**config.mk**
```make
export PLATFORM = sky130hd
export DESIGN_NAME = spi_slave
export DESIGN_NICKNAME = d
export VERILOG_FILES = /design/src/rtl/spi_slave.sv
export SDC_FILE = /design/constraint.sdc
export NUM_CORES = 1
export LEC_CHECK = 0
export ABC_AREA = 1
export CAP_MARGIN = 10
export CORE_MARGIN = 3
export CORE_UTILIZATION = 59
export DETAILED_ROUTE_END_ITERATION = 6
export PLACE_DENSITY = 0.84
export REMOVE_ABC_BUFFERS = 1
export SYNTH_ARGS = -nofsm -noshare
export SYNTH_HDL_FRONTEND = slang
export SYNTH_SLANG_ARGS = --single-unit
export TNS_END_PERCENT = 5
```
**constraint.sdc**
```tcl
create_clock -name clk -period 3.37 [get_ports clk]
set_input_delay 0.337 -clock clk [delete_from_list [all_inputs] [get_ports clk]]
set_output_delay 0.337 -clock clk [all_outputs]
set_load 0.05 [all_outputs]
```
**src/rtl/spi_slave.sv**
```systemverilog
// rtl/spi_slave.sv - SPI slave front end framing 10-bit command/address/data words for a memory
//
// Ports:
//   clk       system / SPI bit clock, rising edge
//   rstn      synchronous active-low reset
//   ss_n      slave select, active-low; high aborts the current frame
//   mosi      serial frame in, MSB first
//   miso      serial read data out, MSB first, 0 when not shifting
//   rx_data   last completed frame: [9:8] command, [7:0] address/data
//   rx_valid  one-cycle strobe marking a freshly completed frame
//   tx_data   read data returned by memory
//   tx_valid  tx_data is valid while high
module spi_slave (
    input  logic       clk,
    input  logic       rstn,
    input  logic       ss_n,
    input  logic       mosi,
    output logic       miso,
    output logic [9:0] rx_data,
    output logic       rx_valid,
    input  logic [7:0] tx_data,
    input  logic       tx_valid
);

    typedef enum logic [2:0] {
        IDLE,
        CHK_CMD,
        WRITE,
        READ_ADD,
        READ_DATA
    } state_t;

    state_t      state;
    state_t      next_state;
    logic [3:0]  bit_cnt;
    logic [9:0]  shift_reg;
    logic [7:0]  out_shift;
    logic        rd_addr_seen;
    logic        frame_done;    // frame captured; hold state until ss_n rises
    logic        tx_wait;       // READ_DATA frame done, waiting for memory data
    logic        shifting;      // miso shift in progress

    // Command decode happens on the same edge that samples bit 9, so the
    // payload states only ever see bits 8..0.
    always_comb begin
        next_state = state;
        if (ss_n) begin
            next_state = IDLE;
        end else begin
            case (state)
                IDLE:    next_state = CHK_CMD;
                CHK_CMD: begin
                    if (!mosi)
                        next_state = WRITE;
                    else if (rd_addr_seen)
                        next_state = READ_DATA;
                    else
                        next_state = READ_ADD;
                end
                default: next_state = state;
            endcase
        end
    end

    always_ff @(posedge clk) begin
        if (!rstn)
            state <= IDLE;
        else
            state <= next_state;
    end

    always_ff @(posedge clk) begin
        if (!rstn) begin
            bit_cnt      <= 4'd0;
            shift_reg    <= 10'd0;
            out_shift    <= 8'd0;
            rd_addr_seen <= 1'b0;
            frame_done   <= 1'b0;
            tx_wait      <= 1'b0;
            shifting     <= 1'b0;
            rx_data      <= 10'd0;
            rx_valid     <= 1'b0;
            miso         <= 1'b0;
        end else begin
            rx_valid <= 1'b0;
            if (ss_n) begin
                // Abort: drop any partial frame and pending read; the read
                // address flag survives so a READ_DATA can follow later.
                bit_cnt    <= 4'd0;
                frame_done <= 1'b0;
                tx_wait    <= 1'b0;
                shifting   <= 1'b0;
                out_shift  <= 8'd0;
                miso       <= 1'b0;
            end else begin
                case (state)
                    IDLE: begin
                        bit_cnt    <= 4'd0;
                        frame_done <= 1'b0;
                    end
                    CHK_CMD: begin
                        shift_reg <= {9'd0, mosi};
                        bit_cnt   <= 4'd0;
                    end
                    default: begin
                        if (!frame_done) begin
                            shift_reg <= {shift_reg[8:0], mosi};
                            if (bit_cnt == 4'd8) begin
                                rx_data    <= {shift_reg[8:0], mosi};
                                rx_valid   <= 1'b1;
                                frame_done <= 1'b1;
                                if (state == READ_ADD)
                                    rd_addr_seen <= 1'b1;
                                if (state == READ_DATA) begin
                                    rd_addr_seen <= 1'b0;
                                    tx_wait      <= 1'b1;
                                end
                            end else begin
                                bit_cnt <= bit_cnt + 4'd1;
                            end
                        end else if (tx_wait && tx_valid) begin
                            // Bit 7 goes out straight from the latch edge; the
                            // counter then tracks the 7 bits still to send.
                            miso      <= tx_data[7];
                            out_shift <= {tx_data[6:0], 1'b0};
                            bit_cnt   <= 4'd7;
                            shifting  <= 1'b1;
                            tx_wait   <= 1'b0;
                        end else if (shifting) begin
                            if (bit_cnt != 4'd0) begin
                                miso      <= out_shift[7];
                                out_shift <= {out_shift[6:0], 1'b0};
                                bit_cnt   <= bit_cnt - 4'd1;
                            end else begin
                                miso     <= 1'b0;
                                shifting <= 1'b0;
                            end
                        end
                    end
                endcase
            end
        end
    end

endmodule

```
==> metrics.yaml <==
core_area_um2: 3100
cp_slowest_stage_delay_ns: 0.81
antenna_cells: 0
postRouteAntennaNets: 0
synth.distinct_cells: 21
max_slew_margin_pct: 65.9
syn_inst: 292
setup_violations: 0
synthMuxAreaShare_pct: 0
cp_top_family: "buffers and inverters"
syn_area_per_cell_um2: 6.72
ios: 25
cts_tree: "done"
endpoint: "rx_data[6]"
endpoint_kind: "output pin"
synthFlopType: "dfxtp_1"
seqCellArea_um2: 781
post_drt_wl_per_cell_um: 10.5
setup_slack_ns: 1.50
ys_top_cells_by_area: "dfxtp_1 40%, nand2_1 15%, nor2_1 12%"
grt_pass1_wl_um: 6580
r2r_cells: 8
cts_setup_buffers: 0
synth_edf_count: 0
ctsResizeCount: 0
cp_max_fo: 2
startpoint_type: "flop"
synth_top_area_cell: "dfxtp_1"
ys_async_sr_fraction_pct: 0
cp.depth: 1
hpwl_um: 2860
fp-row-count: 20
synth_compound_area_share_pct: 8.54
fin_setup_tns_ns: 0
clock_sinks: 39
min_path_type: "flop to flop"
cap_viol_max_count: 0
die_x_um: 63.7
fmax_mhz: 535
synthSimpleGateAreaFrac_pct: 39.9
yosys-top-cells-count: "76 x nand2_1, 61 x nor2_1, 39 x dfxtp_1"
cts.clk_slew.worst_paths_ns: 0.12
antenna_found_initial: 0
p_total_mw: 0.859
timing.rr.end: "rd_addr_seen"
slowest_stage: "clkdlybuf4s50_1"
fin_crit_ns: 1.87
synth_most_common_cell: "nand2_1"
timing.final.crit_share_pct: 55.5
crit_arrival_ns: 1.53
yosysSeqAreaShare_pct: 39.8
status: "complete, no violations"
grt_max_degree: 16
drt_iter0_drc: 93
die-height_um: 63.7
areaGrowthSynthToFinish_pct: 16.1
start_util_pct: 63.3
grt_util_all_layers_pct: 20.6
r2r_setup_slack_ns: 1.71
cts_hold_buf: 0
largest_register_ffs: 10
synth_area_um2: 1960
dr.pass1.iters: 4
cts_made_buffers: 5
ys_ff_latch: 39
fin_hold_ws_ns: 0.494
drc_errors: 0
ys.warnings.count: 0
synthAdderAreaFrac_pct: 1.27
power.density_nw_per_um2: 377
finalHoldViolations: 0
cp.required_ns: 3.03
htreeDepth: 2
synth_top_area_share_pct: 39.8
p_leak_nw: 1.04
r2r-start: "bit_cnt[0]"
synth-xor-area-share_pct: 0
cts-root-buf: "clkbuf_4"
fin_skew_ns: 0.00996
grt_pass1_vias: 1465
cp_cell_sequence: "clkdlybuf4s50_1"
ir_worst_vdd_mv: 0.331
synth_top_family_by_area: "simple AND/OR/NAND/NOR gates"
drive_gt1_share_pct: 9.46
drv_slew: 0
final_util_pct: 73.5
multi_input_area_um2: 976
via_per_inst: 4.80
worstMarginPinSlew_ns: 0.510
clockBufferDepth: 2
routed_wirelength_um: 3780
dp_slack_ns: 1.26
layout.nets: 331
port_buffers: 24
gp_congestion: 0.819
rsz0062_at_grt: "false"
clk_latency_ns: 0.36
path_buf_inv: 1
nFillCells: 288
critPathKind: "flop to output pin"
dr_total_vias: 1732
crit_path_start: "rx_data[6]"
die_area_um2: 4060
overflow: 0
-- metal layers --
metal	wire (um)	track usage (%)	vias to the layer above
met1	1900	28.9	757
met5	0	0	-
li1	-	-	942
met3	131	3.74	7
met2	1680	30.6	26
met4	70	8.89	0
-- final cells by class --
cell class	count	share of cell area, %
Multi-Input combinational cell	208	42.8
Sequential cell	39	34.2
Inverter	37	6.09
Tap cell	44	2.41
Clock buffer	5	1.65
Clock inverter	3	1.92
Timing Repair Buffer	25	10.9
-- where the power goes --
group          internal [mW]  total, mW  switching (mW)
logic                 0.0291     0.0665          0.0374
registers              0.469      0.477         0.00762
clock network          0.156      0.316           0.160
-- per-stage QoR --
stage / cell area, um^2 / std cells
finish: 2280 / 361
global route: 2280 / 361
CTS: 2280 / 361
detailed placement: 2200 / 353
global placement: 2200 / 353
floorplan: 1900 / 284
-- cell families after synthesis --
kind of cell    after synthesis
buf+inv                      45
fa+ha+maj                     2
flops                        39
compound gates               33
simple gates                173
-- worst min-delay path by stage --
stage / startpoint / to / slack [ns] / cells after the start
3_3_place_gp: rx_data[1] / rx_data[1] / 0.47 / 2
2_1_floorplan: shift_reg[0] / shift_reg[0] / 0.45 / 2
6_report: rx_data[9] / rx_data[9] / 0.49 / 2
3_5_place_dp: shifting / shifting / 0.48 / 2
5_1_grt: rx_data[9] / rx_data[9] / 0.52 / 2
4_1_cts: shifting / shifting / 0.49 / 2
-- cell usage in the layout (no fill, tap or decap) --
| cell | count |
|---|---|
| nand3_1 | 18 |
| nand3_4 | 1 |
| bufinv_16 | 1 |
| nor2_4 | 2 |
| clkinv_4 | 1 |
| nand2_1 | 76 |
| clkdlybuf4s50_1 | 24 |
| nor2_1 | 61 |
| clkinv_2 | 1 |
| clkbuf_4 | 5 |
| nor2_8 | 2 |
| inv_2 | 4 |
| nand4_1 | 1 |
| nand2_2 | 7 |
| dfxtp_1 | 39 |
| a21oi_1 | 8 |
| nor2_2 | 1 |
| nand3_2 | 2 |
| inv_1 | 33 |
| o21ai_0 | 24 |
| nand2_4 | 2 |
| a22oi_1 | 1 |
| ha_1 | 2 |
| buf_4 | 1 |
(Power assumes the default switching activity.)
